`config.mk`:
```
export PLATFORM = sky130hd
export DESIGN_NAME = pipeline_control_unit_flat
export DESIGN_NICKNAME = d
export VERILOG_FILES = /design/src/rtl/pipeline_control_unit_if.sv /design/src/rtl/pipeline_control_unit.sv /design/src/flat_wrapper.sv
export SDC_FILE = /design/constraint.sdc
export NUM_CORES = 1
export LEC_CHECK = 0
export CORE_MARGIN = 5
export CORE_UTILIZATION = 45
export CTS_BUF_LIST = sky130_fd_sc_hd__clkbuf_16
export DETAILED_ROUTE_END_ITERATION = 6
export PLACE_DENSITY = 0.75
export SLEW_MARGIN = 20
export SYNTH_ARGS = -nofsm -noshare
export SYNTH_HDL_FRONTEND = slang
export SYNTH_SLANG_ARGS = --single-unit
```
`constraint.sdc`:
```
create_clock -name clk -period 5.92 [get_ports clk]
set_input_delay 0.888 -clock clk [delete_from_list [all_inputs] [get_ports clk]]
set_output_delay 0.888 -clock clk [all_outputs]
set_load 0.01 [all_outputs]
```
`src/rtl/pipeline_control_unit_if.sv`:
```
// Bundle between the Decode-stage decoder / datapath and the pipeline control unit.
// The master drives decoder fields and ALU flags; the slave returns pipeline controls.
interface pipeline_control_unit_if;
  logic       PCSD;
  logic       RegWD;
  logic       MemWD;
  logic       MemtoRegD;
  logic       ALUSrcD;
  logic       BranchD;
  logic       NoWriteD;
  logic [1:0] FlagWD;
  logic [3:0] ALUControlD;
  logic [3:0] CondD;
  logic [3:0] RA1D;
  logic [3:0] RA2D;
  logic [3:0] WA3D;
  logic [3:0] ALUFlags;

  logic [3:0] ALUControlE;
  logic       ALUSrcE;
  logic       BranchTakenE;
  logic       MemWriteM;
  logic       MemtoRegW;
  logic       RegWriteW;
  logic       PCSrcW;
  logic [1:0] ForwardAE;
  logic [1:0] ForwardBE;
  logic       StallF;
  logic       StallD;
  logic       FlushD;
  logic       FlushE;
  logic [3:0] Flags;

  modport master (
    output PCSD, RegWD, MemWD, MemtoRegD, ALUSrcD, BranchD, NoWriteD, FlagWD,
           ALUControlD, CondD, RA1D, RA2D, WA3D, ALUFlags,
    input  ALUControlE, ALUSrcE, BranchTakenE, MemWriteM, MemtoRegW, RegWriteW,
           PCSrcW, ForwardAE, ForwardBE, StallF, StallD, FlushD, FlushE, Flags
  );

  modport slave (
    input  PCSD, RegWD, MemWD, MemtoRegD, ALUSrcD, BranchD, NoWriteD, FlagWD,
           ALUControlD, CondD, RA1D, RA2D, WA3D, ALUFlags,
    output ALUControlE, ALUSrcE, BranchTakenE, MemWriteM, MemtoRegW, RegWriteW,
           PCSrcW, ForwardAE, ForwardBE, StallF, StallD, FlushD, FlushE, Flags
  );
endinterface

```
`src/rtl/pipeline_control_unit.sv`:
```
// Control sequencer for a 5-stage ARM pipeline: E/M/W control registers, NZCV flags,
// condition evaluation, operand forwarding selects and hazard stall/flush generation.
module pipeline_control_unit #(
  parameter bit         FWD_EN     = 1'b1,
  parameter logic [3:0] FLAG_RESET = 4'b0000
) (
  input logic                    clk,
  input logic                    reset,
  pipeline_control_unit_if.slave bus
);

  typedef struct packed {
    logic       pcs;
    logic       regw;
    logic       memw;
    logic       memtoreg;
    logic       alusrc;
    logic       branch;
    logic [1:0] flagw;
    logic [3:0] aluctl;
    logic [3:0] cond;
    logic [3:0] ra1;
    logic [3:0] ra2;
    logic [3:0] wa3;
  } de_t;

  typedef struct packed {
    logic       pcs;
    logic       regw;
    logic       memw;
    logic       memtoreg;
    logic [3:0] wa3;
  } em_t;

  typedef struct packed {
    logic       pcs;
    logic       regw;
    logic       memtoreg;
    logic [3:0] wa3;
  } mw_t;

  de_t        de_q, de_d;
  em_t        em_q, em_d;
  mw_t        mw_q, mw_d;
  logic [3:0] flags_q, flags_d;

  logic cond_ex;
  logic branch_taken;
  logic hit_e, hit_m, hit_w;
  logic ldr_stall;
  logic pc_wr_pending;
  logic flush_e;
  logic n, z, c, v;

  assign {n, z, c, v} = flags_q;

  always_comb begin
    cond_ex = 1'b0;
    case (de_q.cond)
      4'h0: cond_ex = z;
      4'h1: cond_ex = ~z;
      4'h2: cond_ex = c;
      4'h3: cond_ex = ~c;
      4'h4: cond_ex = n;
      4'h5: cond_ex = ~n;
      4'h6: cond_ex = v;
      4'h7: cond_ex = ~v;
      4'h8: cond_ex = c & ~z;
      4'h9: cond_ex = ~c | z;
      4'hA: cond_ex = (n == v);
      4'hB: cond_ex = (n != v);
      4'hC: cond_ex = ~z & (n == v);
      4'hD: cond_ex = z | (n != v);
      4'hE: cond_ex = 1'b1;
      default: cond_ex = 1'b0;
    endcase
  end

  assign branch_taken = de_q.branch & cond_ex;

  // M result is newer than W, so it wins when both target the same register.
  function automatic logic [1:0] fwd_sel(input logic [3:0] ra, input em_t m, input mw_t w);
    logic [1:0] sel;
    sel = 2'b00;
    if (m.regw && ra == m.wa3)      sel = 2'b10;
    else if (w.regw && ra == w.wa3) sel = 2'b01;
    return sel;
  endfunction

  always_comb begin
    hit_e = (bus.RA1D == de_q.wa3) | (bus.RA2D == de_q.wa3);
    hit_m = (bus.RA1D == em_q.wa3) | (bus.RA2D == em_q.wa3);
    hit_w = (bus.RA1D == mw_q.wa3) | (bus.RA2D == mw_q.wa3);
  end

  // Without forwarding every pending register write in E/M/W blocks a dependent read.
  assign ldr_stall = (de_q.memtoreg & de_q.regw & hit_e)
                   | (~FWD_EN & ((de_q.regw & hit_e) | (em_q.regw & hit_m) | (mw_q.regw & hit_w)));

  assign pc_wr_pending = bus.PCSD | de_q.pcs | em_q.pcs;
  assign flush_e       = ldr_stall | branch_taken;

  always_comb begin
    de_d = '0;
    if (!flush_e) begin
      de_d.pcs      = bus.PCSD;
      de_d.regw     = bus.RegWD & ~bus.NoWriteD;
      de_d.memw     = bus.MemWD;
      de_d.memtoreg = bus.MemtoRegD;
      de_d.alusrc   = bus.ALUSrcD;
      de_d.branch   = bus.BranchD;
      de_d.flagw    = bus.FlagWD;
      de_d.aluctl   = bus.ALUControlD;
      de_d.cond     = bus.CondD;
      de_d.ra1      = bus.RA1D;
      de_d.ra2      = bus.RA2D;
      de_d.wa3      = bus.WA3D;
    end
  end

  always_comb begin
    em_d          = '0;
    em_d.pcs      = de_q.pcs  & cond_ex;
    em_d.regw     = de_q.regw & cond_ex;
    em_d.memw     = de_q.memw & cond_ex;
    em_d.memtoreg = de_q.memtoreg;
    em_d.wa3      = de_q.wa3;
  end

  always_comb begin
    mw_d          = '0;
    mw_d.pcs      = em_q.pcs;
    mw_d.regw     = em_q.regw;
    mw_d.memtoreg = em_q.memtoreg;
    mw_d.wa3      = em_q.wa3;
  end

  always_comb begin
    flags_d = flags_q;
    if (de_q.flagw[1] && cond_ex) flags_d[3:2] = bus.ALUFlags[3:2];
    if (de_q.flagw[0] && cond_ex) flags_d[1:0] = bus.ALUFlags[1:0];
  end

  always_ff @(posedge clk or posedge reset) begin
    if (reset) begin
      de_q    <= '0;
      em_q    <= '0;
      mw_q    <= '0;
      flags_q <= FLAG_RESET;
    end else begin
      de_q    <= de_d;
      em_q    <= em_d;
      mw_q    <= mw_d;
      flags_q <= flags_d;
    end
  end

  assign bus.ALUControlE  = de_q.aluctl;
  assign bus.ALUSrcE      = de_q.alusrc;
  assign bus.BranchTakenE = branch_taken;
  assign bus.MemWriteM    = em_q.memw;
  assign bus.MemtoRegW    = mw_q.memtoreg;
  assign bus.RegWriteW    = mw_q.regw;
  assign bus.PCSrcW       = mw_q.pcs;
  assign bus.ForwardAE    = FWD_EN ? fwd_sel(de_q.ra1, em_q, mw_q) : 2'b00;
  assign bus.ForwardBE    = FWD_EN ? fwd_sel(de_q.ra2, em_q, mw_q) : 2'b00;
  assign bus.StallF       = ldr_stall | pc_wr_pending;
  assign bus.StallD       = ldr_stall;
  assign bus.FlushD       = pc_wr_pending | mw_q.pcs | branch_taken;
  assign bus.FlushE       = flush_e;
  assign bus.Flags        = flags_q;

endmodule
```
`src/flat_wrapper.sv`:
```
// flat-port wrapper written by rule: the top's interface ports become plain ports
module pipeline_control_unit_flat 
#(
  parameter bit         FWD_EN     = 1'b1,
  parameter logic [3:0] FLAG_RESET = 4'b0000
)
  (clk, reset, bus_PCSD, bus_RegWD, bus_MemWD, bus_MemtoRegD, bus_ALUSrcD, bus_BranchD, bus_NoWriteD, bus_FlagWD, bus_ALUControlD, bus_CondD, bus_RA1D, bus_RA2D, bus_WA3D, bus_ALUFlags, bus_ALUControlE, bus_ALUSrcE, bus_BranchTakenE, bus_MemWriteM, bus_MemtoRegW, bus_RegWriteW, bus_PCSrcW, bus_ForwardAE, bus_ForwardBE, bus_StallF, bus_StallD, bus_FlushD, bus_FlushE, bus_Flags);
  pipeline_control_unit_if bus_i ();
  input logic clk;
  input logic reset;
  input wire logic [$bits(bus_i.PCSD)-1:0] bus_PCSD;
  input wire logic [$bits(bus_i.RegWD)-1:0] bus_RegWD;
  input wire logic [$bits(bus_i.MemWD)-1:0] bus_MemWD;
  input wire logic [$bits(bus_i.MemtoRegD)-1:0] bus_MemtoRegD;
  input wire logic [$bits(bus_i.ALUSrcD)-1:0] bus_ALUSrcD;
  input wire logic [$bits(bus_i.BranchD)-1:0] bus_BranchD;
  input wire logic [$bits(bus_i.NoWriteD)-1:0] bus_NoWriteD;
  input wire logic [$bits(bus_i.FlagWD)-1:0] bus_FlagWD;
  input wire logic [$bits(bus_i.ALUControlD)-1:0] bus_ALUControlD;
  input wire logic [$bits(bus_i.CondD)-1:0] bus_CondD;
  input wire logic [$bits(bus_i.RA1D)-1:0] bus_RA1D;
  input wire logic [$bits(bus_i.RA2D)-1:0] bus_RA2D;
  input wire logic [$bits(bus_i.WA3D)-1:0] bus_WA3D;
  input wire logic [$bits(bus_i.ALUFlags)-1:0] bus_ALUFlags;
  output wire logic [$bits(bus_i.ALUControlE)-1:0] bus_ALUControlE;
  output wire logic [$bits(bus_i.ALUSrcE)-1:0] bus_ALUSrcE;
  output wire logic [$bits(bus_i.BranchTakenE)-1:0] bus_BranchTakenE;
  output wire logic [$bits(bus_i.MemWriteM)-1:0] bus_MemWriteM;
  output wire logic [$bits(bus_i.MemtoRegW)-1:0] bus_MemtoRegW;
  output wire logic [$bits(bus_i.RegWriteW)-1:0] bus_RegWriteW;
  output wire logic [$bits(bus_i.PCSrcW)-1:0] bus_PCSrcW;
  output wire logic [$bits(bus_i.ForwardAE)-1:0] bus_ForwardAE;
  output wire logic [$bits(bus_i.ForwardBE)-1:0] bus_ForwardBE;
  output wire logic [$bits(bus_i.StallF)-1:0] bus_StallF;
  output wire logic [$bits(bus_i.StallD)-1:0] bus_StallD;
  output wire logic [$bits(bus_i.FlushD)-1:0] bus_FlushD;
  output wire logic [$bits(bus_i.FlushE)-1:0] bus_FlushE;
  output wire logic [$bits(bus_i.Flags)-1:0] bus_Flags;
  assign bus_i.PCSD = bus_PCSD;
  assign bus_i.RegWD = bus_RegWD;
  assign bus_i.MemWD = bus_MemWD;
  assign bus_i.MemtoRegD = bus_MemtoRegD;
  assign bus_i.ALUSrcD = bus_ALUSrcD;
  assign bus_i.BranchD = bus_BranchD;
  assign bus_i.NoWriteD = bus_NoWriteD;
  assign bus_i.FlagWD = bus_FlagWD;
  assign bus_i.ALUControlD = bus_ALUControlD;
  assign bus_i.CondD = bus_CondD;
  assign bus_i.RA1D = bus_RA1D;
  assign bus_i.RA2D = bus_RA2D;
  assign bus_i.WA3D = bus_WA3D;
  assign bus_i.ALUFlags = bus_ALUFlags;
  assign bus_ALUControlE = bus_i.ALUControlE;
  assign bus_ALUSrcE = bus_i.ALUSrcE;
  assign bus_BranchTakenE = bus_i.BranchTakenE;
  assign bus_MemWriteM = bus_i.MemWriteM;
  assign bus_MemtoRegW = bus_i.MemtoRegW;
  assign bus_RegWriteW = bus_i.RegWriteW;
  assign bus_PCSrcW = bus_i.PCSrcW;
  assign bus_ForwardAE = bus_i.ForwardAE;
  assign bus_ForwardBE = bus_i.ForwardBE;
  assign bus_StallF = bus_i.StallF;
  assign bus_StallD = bus_i.StallD;
  assign bus_FlushD = bus_i.FlushD;
  assign bus_FlushE = bus_i.FlushE;
  assign bus_Flags = bus_i.Flags;
  pipeline_control_unit #(.FWD_EN(FWD_EN), .FLAG_RESET(FLAG_RESET)) u_core (.clk(clk), .reset(reset), .bus(bus_i));
endmodule
```
==> results.py <==
metrics = {
    "power": {
        "power_density_mw_per_mm2": 510,
        "p_leak_nw": 1.31,
        "ir_worst_vdd_mv": 0.216,
    },
    "route": {
        "routedWlPerCell_um": 14.4,
        "dr.pass1.iters": 4,
        "vias": 1503,
        "totalWireLength_um": 4310,
        "avgViaCountPerCell": 5.01,
        "drc": 0,
        "ant_nets": 0,
        "drt_iter0_markers": 65,
    },
    "sta": {
        "skew_ns": 0.00440,
        "setup_tns_ns": 0,
        "worstMarginPinSlew_ns": 0.922,
        "maxSlewHeadroom_pct": 38.4,
        "fin_crit_sh_pct": 65.4,
        "max_freq_ghz": 0.258,
        "report.final.setup_viol": 0,
        "maxSlewViolCount": 0,
        "grt_setup_unrepaired": "false",
        "finalHoldViolations": 0,
        "period_needed_ns": 3.87,
    },
    "global_routing": {
        "grt_remaining_overflow": 0,
        "grt_util_all_layers_pct": 15.1,
        "antenna_found_initial": 0,
        "grt_start_max_net_pins": 48,
        "grt_pass1_wl_um": 7200,
        "grt_pass1_vias": 1497,
    },
    "placement": {
        "place_area_mm2": 0.00264,
        "hpwl_um": 3120,
        "gp_congestion": 0.775,
        "portBuffers": 56,
    },
    "layout": {
        "nets": 282,
        "antenna_cells": 0,
        "final_area_mm2": 0.00283,
        "area_growth_syn_to_layout_pct": 34.5,
        "layout-drive-gt1-share_pct": 6.85,
    },
    "critical_path": {
        "crit_path_end_kind": "output pin",
        "critPathArrivalTime_ns": 2.99,
        "cp.required_ns": 5.03,
        "path_class": "reg2out",
        "cp-start-kind": "register",
        "critPathMaxFanout": 31,
    },
    "floorplanning": {
        "initial_core_util_pct": 47.3,
        "ios": 57,
        "placementRows": 24,
        "die_w_um": 78.3,
        "die_area_mm2": 0.00614,
        "core-area_mm2": 0.00444,
        "die_y_um": 78.3,
    },
    "clocking": {
        "htreeDepth": 2,
        "cts_resized": 0,
        "post-cts-setup-buffers": 0,
        "clk_pin_slew_ns": 0.06,
        "cts_tree": "built",
        "cts_hold_buf": 0,
        "cts_sinks": 47,
        "cts-buffers-inserted": 5,
        "root_buffer": "clkbuf_16",
        "ctsLongestPathBuffers": 2,
        "worst_skew_pair.late_latency_ns": 0.28,
    },
    "yosys": {
        "syn_area_per_cell_um2": 10.7,
        "yosysTopAreaCellShare_pct": 56.0,
        "synthTopCellsByArea": "dfrtp_1 (56%), xor2_1 (8.3%), nor2_1 (5.4%)",
        "yosysMostFrequentCell": "dfrtp_1",
        "synth_cell_types": 42,
        "async_flop_share_pct": 100,
        "syn-cell-area_mm2": 0.00210,
        "synth-edff-count": 0,
        "ys_seq_area_share_pct": 56.0,
        "synth_commonest_cells": "dfrtp_1 (47), nor2_1 (30), nand2_1 (29)",
        "yosys.area.top_type": "dfrtp_1",
        "yosysWarningCount": 0,
        "ys.flop_type": "dfrtp_1",
        "syn-instance-count": 196,
        "postSynthNetCount": 231,
        "synth_seq_cells": 47,
    },
    "hold_path": {
        "hold_class": "reg2reg",
    },
    "run": {
        "maxCapViolCount": 0,
    },
    "status": {
        "status": "finished clean",
    },
}
## final timing paths
check	startpoint	endpoint	slack [ns]	cells past startpoint
max	u_core.de_q[14]	bus_FlushD	2.05	6
min	u_core.em_q[4]	u_core.bus.MemtoRegW	0.36	0
max reg2reg	u_core.de_q[14]	u_core.de_q[6]	3.67	5
min reg2reg	u_core.em_q[4]	u_core.bus.MemtoRegW	0.36	0
max in group asynchronous	reset	u_core.de_q[11]	4.22	2
min in group asynchronous	reset	u_core.de_q[24]	1.13	2
## metrics by stage
stage	cells	setup WS [ns]	utilization, %	power [W]	hold WS, ns
after floorplan	196	3.13	-	0.000925	0.331
after global placement	292	2.25	59.4	0.00108	0.334
after detailed placement	292	2.23	59.4	0.00110	0.342
after CTS	300	2.03	63.6	0.00146	0.358
after global routing	300	1.83	63.6	0.00154	0.363
final	300	2.05	63.6	0.00144	0.358
## kinds of logic (layout without fill, tap and decap cells)
| logic type | Yosys count | count (layout) | share of synthesized area (%) |
|---|---|---|---|
| AOI/OAI and AO/OA | 16 | 16 | 5.95 |
| xor gates and xnor gates | 23 | 23 | 9.58 |
| buffers and inverters | 18 | 70 | 5.48 |
| DFF | 47 | 47 | 56.0 |
| muxes | 6 | 6 | 3.10 |
| and+or+nand+nor | 86 | 86 | 19.9 |
## worst max-delay path, stage by stage, from the launching register on
cell and delay (ns):
dfrtp_1 0.51, nand2_2 0.10, or4_1 0.50, a31oi_2 0.24, o31a_2 0.61, or3b_1 0.20, clkdlybuf4s50_1 0.53
## report_power, final
part / switching (W) / leakage [nW] / internal, W / total [W]
logic: 0.000241 / 0.642 / 0.000269 / 0.000509
registers: 0.000129 / 0.575 / 0.000453 / 0.000581
clock network: 0.000110 / 0.0952 / 0.000240 / 0.000350
## cell type report
type | instances | area (um^2)
clock buffer | 5 | 125
inverter | 5 | 18.8
timing repair buffer | 57 | 568
sequential | 47 | 1180
tap | 52 | 65.1
multi-input combinational | 131 | 811
clock inverter | 3 | 63.8
fill | 358 | 1620
## placed cells by master (no fill, tap or decap), drive strengths merged, types with 4 or more instances in the layout
cell type | Yosys | routed
mux2 | 4 | 4
nand2 | 30 | 30
xor2 | 20 | 20
nor3 | 4 | 4
clkbuf | 2 | 5
o21ai | 4 | 4
nor2 | 30 | 30
dfrtp | 47 | 47
inv | 5 | 6
clkdlybuf4s50 | 0 | 56
## routing by layer
metal  GRT usage [%]  wire length, um  up-vias
met5               0                0        -
li1                -                -      738
met3            3.32              208        2
met1            20.0             1930      724
met4            5.94               36        0
met2            24.1             2140       39
## flip-flops by register name, indices dropped and copies added (netlist names)
| register | count |
|---|---|
| u_core.bus.ALUControlE | 4 |
| u_core.bus.ALUSrcE | 1 |
| u_core.bus.Flags | 4 |
| u_core.bus.MemWriteM | 1 |
| u_core.bus.MemtoRegW | 1 |
| u_core.bus.PCSrcW | 1 |
| u_core.bus.RegWriteW | 1 |
| u_core.de_q | 23 |
| u_core.em_q | 7 |
| u_core.mw_q | 4 |
(Power assumes the default switching activity.)
